**src/rtl/idex_stage.sv**
```systemverilog
// ID/EX pipeline stage: MIPS decode, EX/MEM and MEM/WB operand forwarding, load-use stall; 1-cycle latency.
// Backpressure: stall is raised for one cycle on a load-use hazard, and a bubble is inserted while IF/ID holds.
module idex_stage #(
  parameter int DATAWIDTH = 32,
  parameter int ADWIDTH   = 5
) (
  input  logic                 clk,
  input  logic                 rst_n,
  input  logic                 if_valid,
  input  logic [31:0]          if_instr,
  input  logic [31:0]          if_pc,
  output logic [ADWIDTH-1:0]   rf_a1,
  output logic [ADWIDTH-1:0]   rf_a2,
  input  logic [DATAWIDTH-1:0] rf_rd1,
  input  logic [DATAWIDTH-1:0] rf_rd2,
  input  logic                 exmem_regwrite,
  input  logic [ADWIDTH-1:0]   exmem_dst,
  input  logic [DATAWIDTH-1:0] exmem_data,
  input  logic                 memwb_regwrite,
  input  logic [ADWIDTH-1:0]   memwb_dst,
  input  logic [DATAWIDTH-1:0] memwb_data,
  input  logic                 flush,
  output logic                 stall,
  output logic                 ex_valid,
  output logic                 ex_regwrite,
  output logic                 ex_memread,
  output logic                 ex_memwrite,
  output logic [DATAWIDTH-1:0] ex_op1,
  output logic [DATAWIDTH-1:0] ex_op2,
  output logic [DATAWIDTH-1:0] ex_imm,
  output logic [DATAWIDTH-1:0] ex_pc,
  output logic [ADWIDTH-1:0]   ex_dst,
  output logic [5:0]           ex_opcode,
  output logic [5:0]           ex_funct
);

  localparam logic [5:0] OP_RTYPE = 6'h00;
  localparam logic [5:0] OP_BEQ   = 6'h04;
  localparam logic [5:0] OP_ADDI  = 6'h08;
  localparam logic [5:0] OP_SLTI  = 6'h0A;
  localparam logic [5:0] OP_ANDI  = 6'h0C;
  localparam logic [5:0] OP_ORI   = 6'h0D;
  localparam logic [5:0] OP_LW    = 6'h23;
  localparam logic [5:0] OP_SW    = 6'h2B;

  logic [5:0]         opcode;
  logic [ADWIDTH-1:0] rs_addr, rt_addr, rd_addr;

  assign opcode  = if_instr[31:26];
  assign rs_addr = ADWIDTH'(if_instr[25:21]);
  assign rt_addr = ADWIDTH'(if_instr[20:16]);
  assign rd_addr = ADWIDTH'(if_instr[15:11]);
  assign rf_a1   = rs_addr;
  assign rf_a2   = rt_addr;

  logic               dec_known, dec_rt_src, dec_wr, dec_mr, dec_mw, dec_zext;
  logic [ADWIDTH-1:0] dec_dst;

  always_comb begin
    dec_known  = 1'b1;
    dec_rt_src = 1'b0;
    dec_wr     = 1'b0;
    dec_mr     = 1'b0;
    dec_mw     = 1'b0;
    dec_zext   = 1'b0;
    dec_dst    = '0;
    case (opcode)
      OP_RTYPE: begin dec_wr = 1'b1; dec_dst = rd_addr; dec_rt_src = 1'b1; end
      OP_LW:    begin dec_wr = 1'b1; dec_mr = 1'b1; dec_dst = rt_addr; end
      OP_SW:    begin dec_mw = 1'b1; dec_rt_src = 1'b1; end
      OP_BEQ:   dec_rt_src = 1'b1;
      OP_ADDI, OP_SLTI: begin dec_wr = 1'b1; dec_dst = rt_addr; end
      OP_ANDI, OP_ORI:  begin dec_wr = 1'b1; dec_dst = rt_addr; dec_zext = 1'b1; end
      default:  dec_known = 1'b0;
    endcase
  end

  // EX/MEM is the younger producer, so it wins over MEM/WB; $0 is never forwarded.
  function automatic logic [DATAWIDTH-1:0] fwd_sel(
    input logic [ADWIDTH-1:0]   addr,
    input logic [DATAWIDTH-1:0] rf_val,
    input logic                 em_we,
    input logic [ADWIDTH-1:0]   em_dst,
    input logic [DATAWIDTH-1:0] em_dat,
    input logic                 mw_we,
    input logic [ADWIDTH-1:0]   mw_dst,
    input logic [DATAWIDTH-1:0] mw_dat
  );
    logic [DATAWIDTH-1:0] val;
    if (addr == '0)                        val = '0;
    else if (em_we && (em_dst == addr))    val = em_dat;
    else if (mw_we && (mw_dst == addr))    val = mw_dat;
    else                                   val = rf_val;
    return val;
  endfunction

  logic               ex_valid_q, ex_regwrite_q, ex_memread_q, ex_memwrite_q;
  logic               ex_valid_d, ex_regwrite_d, ex_memread_d, ex_memwrite_d;
  logic [DATAWIDTH-1:0] ex_op1_q, ex_op2_q, ex_imm_q, ex_pc_q;
  logic [DATAWIDTH-1:0] ex_op1_d, ex_op2_d, ex_imm_d, ex_pc_d;
  logic [ADWIDTH-1:0] ex_dst_q, ex_dst_d;
  logic [5:0]         ex_opcode_q, ex_opcode_d, ex_funct_q, ex_funct_d;
  logic               load_hit, capture;

  // Only a load sitting in EX can't be forwarded in time; the bubble it causes clears ex_memread.
  assign load_hit = ex_valid_q && ex_memread_q && (ex_dst_q != '0) && if_valid && !flush &&
                    ((dec_known && (rs_addr == ex_dst_q)) || (dec_rt_src && (rt_addr == ex_dst_q)));
  assign capture  = if_valid && !flush && !load_hit;
  assign stall    = load_hit;

  always_comb begin
    ex_valid_d    = capture;
    ex_regwrite_d = capture && dec_wr && (dec_dst != '0);
    ex_memread_d  = capture && dec_mr;
    ex_memwrite_d = capture && dec_mw;
    ex_op1_d      = fwd_sel(rs_addr, rf_rd1, exmem_regwrite, exmem_dst, exmem_data,
                            memwb_regwrite, memwb_dst, memwb_data);
    ex_op2_d      = fwd_sel(rt_addr, rf_rd2, exmem_regwrite, exmem_dst, exmem_data,
                            memwb_regwrite, memwb_dst, memwb_data);
    ex_imm_d      = dec_zext ? DATAWIDTH'(if_instr[15:0]) : DATAWIDTH'($signed(if_instr[15:0]));
    ex_pc_d       = DATAWIDTH'(if_pc);
    ex_dst_d      = dec_dst;
    ex_opcode_d   = opcode;
    ex_funct_d    = if_instr[5:0];
  end

  always_ff @(posedge clk or negedge rst_n) begin
    if (!rst_n) begin
      ex_valid_q    <= 1'b0;
      ex_regwrite_q <= 1'b0;
      ex_memread_q  <= 1'b0;
      ex_memwrite_q <= 1'b0;
      ex_op1_q      <= '0;
      ex_op2_q      <= '0;
      ex_imm_q      <= '0;
      ex_pc_q       <= '0;
      ex_dst_q      <= '0;
      ex_opcode_q   <= '0;
      ex_funct_q    <= '0;
    end else begin
      ex_valid_q    <= ex_valid_d;
      ex_regwrite_q <= ex_regwrite_d;
      ex_memread_q  <= ex_memread_d;
      ex_memwrite_q <= ex_memwrite_d;
      ex_op1_q      <= ex_op1_d;
      ex_op2_q      <= ex_op2_d;
      ex_imm_q      <= ex_imm_d;
      ex_pc_q       <= ex_pc_d;
      ex_dst_q      <= ex_dst_d;
      ex_opcode_q   <= ex_opcode_d;
      ex_funct_q    <= ex_funct_d;
    end
  end

  assign ex_valid    = ex_valid_q;
  assign ex_regwrite = ex_regwrite_q;
  assign ex_memread  = ex_memread_q;
  assign ex_memwrite = ex_memwrite_q;
  assign ex_op1      = ex_op1_q;
  assign ex_op2      = ex_op2_q;
  assign ex_imm      = ex_imm_q;
  assign ex_pc       = ex_pc_q;
  assign ex_dst      = ex_dst_q;
  assign ex_opcode   = ex_opcode_q;
  assign ex_funct    = ex_funct_q;

endmodule

```
**config.mk**
```make
export PLATFORM = sky130hd
export DESIGN_NAME = idex_stage
export DESIGN_NICKNAME = d
export VERILOG_FILES = /design/src/rtl/idex_stage.sv
export SDC_FILE = /design/constraint.sdc
export NUM_CORES = 1
export LEC_CHECK = 0
export CORE_AREA = 2 2 144 146
export CTS_CLUSTER_SIZE = 40
export DETAILED_ROUTE_END_ITERATION = 10
export DIE_AREA = 0 0 146 148
export GPL_ROUTABILITY_DRIVEN = 0
export PLACE_DENSITY = 0.74
export SLEW_MARGIN = 40
export SYNTH_ARGS = -nofsm -noshare
export SYNTH_HDL_FRONTEND = slang
export SYNTH_SLANG_ARGS = --single-unit
```
**constraint.sdc**
```tcl
create_clock -name clk -period 7.1 [get_ports clk]
set_input_delay 2.13 -clock clk [delete_from_list [all_inputs] [get_ports clk]]
set_output_delay 2.13 -clock clk [all_outputs]
set_load 0.005 [all_outputs]
```
### Word level (Yosys, flattened, before mapping)

Index checks and enable logic that the tools add are counted.

| word-level totals | value |
|---|---|
| register bits after elaboration | 149 |
| input port bits | 208 |

| operators by class | value |
|---|---|
| eq/ne operators | 13 |
| mux-type cells | 14 |
| reductions and logical operators | 30 |

Operators by type and width:

| kind | number |
|---|---|
| $mux 32 | 7 |
| $eq 5x5->1 | 6 |
| $eq 6x4->1 const B | 4 |
| $logic_and 1x1->1 | 17 |
| $eq 6x6->1 const B | 2 |
| $logic_not 5->1 | 2 |
| $pmux 5 s2 | 1 |
| $reduce_bool 5->1 | 2 |
| $reduce_or 8->1 | 1 |
| $eq 6x3->1 const B | 1 |
| $logic_not 6->1 | 1 |
| $mux 1 | 6 |
| $reduce_or 6->1 | 1 |
| $reduce_or 5->1 | 1 |
| $reduce_or 3->1 | 1 |
| $logic_not 1->1 | 2 |
| $reduce_or 2->1 | 1 |
| $logic_or 1x1->1 | 1 |

### Longest topological paths before layout

Gate-level depths: netlist of run 1.

| logic depth | value |
|---|---|
| word-level depth | 10 |
| gate-level depth with buffers | 8 |
| mapped depth without buffers | 5 |

### Worst setup path before layout of run 1

OpenSTA, ideal clock, no wires.

| timing | value |
|---|---|
| path kind | input -> output |
| start point | input port if_instr[28] |
| end point | output port stall |
| path buffers | 0 |
| stages on the path | 5 |
| data arrival time | 3.180 ns |
| slack | 1.790 ns |
| cell sequence | nand4b_1 -> a2bb2oi_1 -> nor4_1 -> o221a_2 -> nor2b_1 |

| between the ends | value |
|---|---|
| longest elaborated chain between the ends | 6 |
| elaborated cells between the ends (all ways) | 16 |
| classes of those cells | eq/ne: 7; mux: 2; reduce/logical: 7 |

RTL lines:

| element | line | text |
|---|---|---|
| start, declared | 10 | `input logic [31:0] if_instr,` |
| $eq 6x4->1, or another cell as far along | 67 | `case (opcode)` |
| $reduce_or 8->1 (no line) or $reduce_or 3->1 (tied branches) | -- |  |
| $mux 1 | 67 |  |
| $logic_and 1x1->1 | 107 | `((dec_known && (rs_addr == ex_dst_q)) \|\| (dec_rt_src && (rt_addr == ex_dst_q)));` |
| $logic_or 1x1->1 * | 107 |  |
| $logic_and 1x1->1 * | 106 | `assign load_hit = ex_valid_q && ex_memread_q && (ex_dst_q != '0) && if_valid && !flush &&` |
| end, declared | 23 | `output logic stall,` |

Mark *: on every way between the ends. The rest lies on a longest branch, timed or not.

### Worst setup path after layout of run 1

| timing | value |
|---|---|
| start point | input port if_instr[31] |
| end point | output port stall |

Same word-level chain as after synthesis.

==> results.toml, run 1 <==
[status]
status = "completed"

[clock_network]
numCtsBuffers = 17
cts-root-buf = "clkbuf_16"
cts_sinks = 128
h-tree-depth = 4
cts_tree = "done"
clk_pin_slew_ns = 0.06
clk_path_buf_depth = 2
cts_setup_buffers = 0
hold_buffers = 0
cts_resized = 0
clk_latency_ns = 0.41

[layout]
final_util_pct = 50.9
fin_nets = 1008
final_cells = 1083
layout-drive-gt1-share_pct = 12.5
area_growth_pct = 73.4
num_antenna_cells = 0
post-route-cell-area_um2 = 10200

[critical_path]
cp.required_ns = 4.97
rr_worst_depth = 5
worst_setup_path_end_kind = "output port"
path_class = "input port to output port"
arrival_ns = 4.40
critPathLaunchType = "input port"
cp_max_fo = 7

[logic_synthesis]
yosysMostFrequentCell = "dfrtp_1"
yosys_warnings = 0
synth-edff-count = 0
synthArstFlopShare_pct = 100
yosys.area.top_type = "dfrtp_1"
syn_avg_cell_area_um2 = 12.7
syn_nets = 671
ys_top_cells_by_count = "dfrtp_1, nor2_1, mux2i_1"
ys_ff_latch = 128
yosysUniqueCellTypes = 32
yosysSeqAreaShare_pct = 54.4
synth_area_leaders = "dfrtp_1, a211oi_2, mux2i_1"
ys.flop_type = "dfrtp_1"
synth_top_area_share_pct = 54.4
syn_inst = 463
synth_area_um2 = 5880

[timing]
hold_viol = 0
setup_slack_ns = 0.570
slew-limit-headroom_pct = 53.8
tns_ns = 0
period_minus_slack_ns = 6.53
grt_setup_unrepaired = "no"
finClkSkew_ns = 0.00872
fmax_mhz = 153
fin_crit_sh_pct = 92.0
hold_slack_ns = 0.806
tightest_slew_ns = 0.688
slew_viol_final = 0
setup_viol = 0

[place]
dp.cells = 1049
dpl_cell_area_um2 = 9560
pre_cts_slack_ns = 0.604
port_buffers = 367
post-dp-hpwl_mm = 15.8

[global_route]
grt_first_pass_wirelength_mm = 31.0
grt_pass1_vias = 5219
track_usage_pct = 19.0
grt_overflow = 0
antenna_found_initial = 0
grt_start_max_net_pins = 71

[power_and_ir_drop]
p_int_mw = 1.51
power.density_nw_per_um2 = 199
clkPwrFrac_pct = 43.2
switching_power_mw = 0.514
seqPwrFrac_pct = 38.9
ir_drop_mv = 0.141
power_mw = 2.03
p_leak_nw = 3.96
switching_share_pct = 25.3
combPwrFrac_pct = 17.9

[floorplanning]
core_area_um2 = 20000
boundaryPins = 368
die-area_um2 = 21600
num_rows = 52
start_util_pct = 29.4
die_y_um = 148
die_w_um = 146

[job]
maxCapViolCount = 0

[detailed_routing]
firstDrtPassIters = 4
first_iter_violations = 157
drt_wl_total_mm = 20.6
num_vias = 4886
drc = 0
postRouteAntennaNets = 0
vias_per_cell = 4.51
wl_per_cell_um = 19.0

[worst_hold_path]
hold_depth = 4
hold_path.class = "flip-flop to flip-flop"
state kept, by name, summed over array words and instances (netlist names):
name and flops:
ex_dst 5, ex_funct 5, ex_imm 12, ex_memread 1, ex_memwrite 1, ex_op1 32
ex_op2 32, ex_opcode 6, ex_pc 32, ex_regwrite 1, ex_valid 1
area by class of cell:
cell class,count,area [um^2]
fillers,1829,9830
repair buffers,376,3800
clock inverters,15,168
well taps,270,338
flip-flops and latches,128,3200
multi-input cells,275,2260
inverters,2,7.51
clock buffers,17,425
routing by layer:
| layer | vias to the layer above | share of wire (%) | global-route usage, % |
|---|---|---|---|
| li1 | 2297 | - | - |
| met1 | 2364 | 40 | 22.3 |
| met2 | 201 | 52 | 33.3 |
| met3 | 24 | 6.0 | 5.86 |
| met4 | 0 | 2.1 | 5.92 |
| met5 | - | 0 | 0 |
logic make-up (layout without fill, tap and decap cells):
family / count (synthesis) / in the layout / synth area share (%)
AO/OA/AOI/OAI: 77 / 77 / 14.6
buffers and inverters: 60 / 410 / 7.82
flip-flops: 128 / 128 / 54.4
AND/OR/NAND/NOR: 103 / 103 / 7.63
multiplexers: 65 / 65 / 11.1
XOR/XNOR: 30 / 30 / 4.47
worst max-delay path: stages:
cell,delay (ns)
clkdlybuf4s50_1,0.61
nand4b_1,0.24
a2bb2oi_1,0.19
nor4_1,0.28
o221a_2,0.29
nor2b_1,0.13
clkdlybuf4s50_1,0.53
layout by cell type (no fill, tap or decap), drive strengths merged:
cell,n
a211oi,65
a21boi,1
a21oi,1
a22o,5
a2bb2oi,2
and3,2
buf,10
bufinv,1
clkbuf,17
clkdlybuf4s50,366
clkinv,4
clkinvlp,1
dfrtp,128
inv,11
mux2i,65
nand2,3
nand2b,2
nand3,3
nand4,1
nand4b,1
nor2,73
nor2b,2
nor3,7
nor4,6
nor4b,1
o221a,1
o41a,1
o41ai,1
or4,2
xnor2,11
xor2,19
worst paths after layout:
check	startpoint	end	slack, ns
max	if_instr[31]	stall	0.57
min in group asynchronous	rst_n	ex_op2[18]	1.73
min	ex_memread	ex_valid	0.81
max reg2reg	ex_dst[0]	ex_memread	5.50
max in group asynchronous	rst_n	ex_op1[29]	4.37
min reg2reg	ex_memread	ex_valid	0.81
power groups by stage:
stage          sequential (mW)  clock, mW  combinational (mW)
2_1_floorplan            0.809          0              0.0927
3_3_place_gp             0.803          0               0.360
3_5_place_dp             0.804          0               0.364
4_1_cts                  0.790      0.902               0.366
5_1_grt                  0.794      0.939               0.386
6_report                 0.790      0.876               0.362
No activity file was read; power rests on OpenSTA's default activity.
==> run 2, diff against run 1 <==
--- a/config.mk
+++ b/config.mk
@@ -11,6 +11,7 @@
 export DIE_AREA = 0 0 146 148
 export GPL_ROUTABILITY_DRIVEN = 0
 export PLACE_DENSITY = 0.74
+export SETUP_SLACK_MARGIN = 0.15
 export SLEW_MARGIN = 40
 export SYNTH_ARGS = -nofsm -noshare
 export SYNTH_HDL_FRONTEND = slang
==> results of run 2 <==
The final DEF is identical to that of run 1; final timing and power are the same.
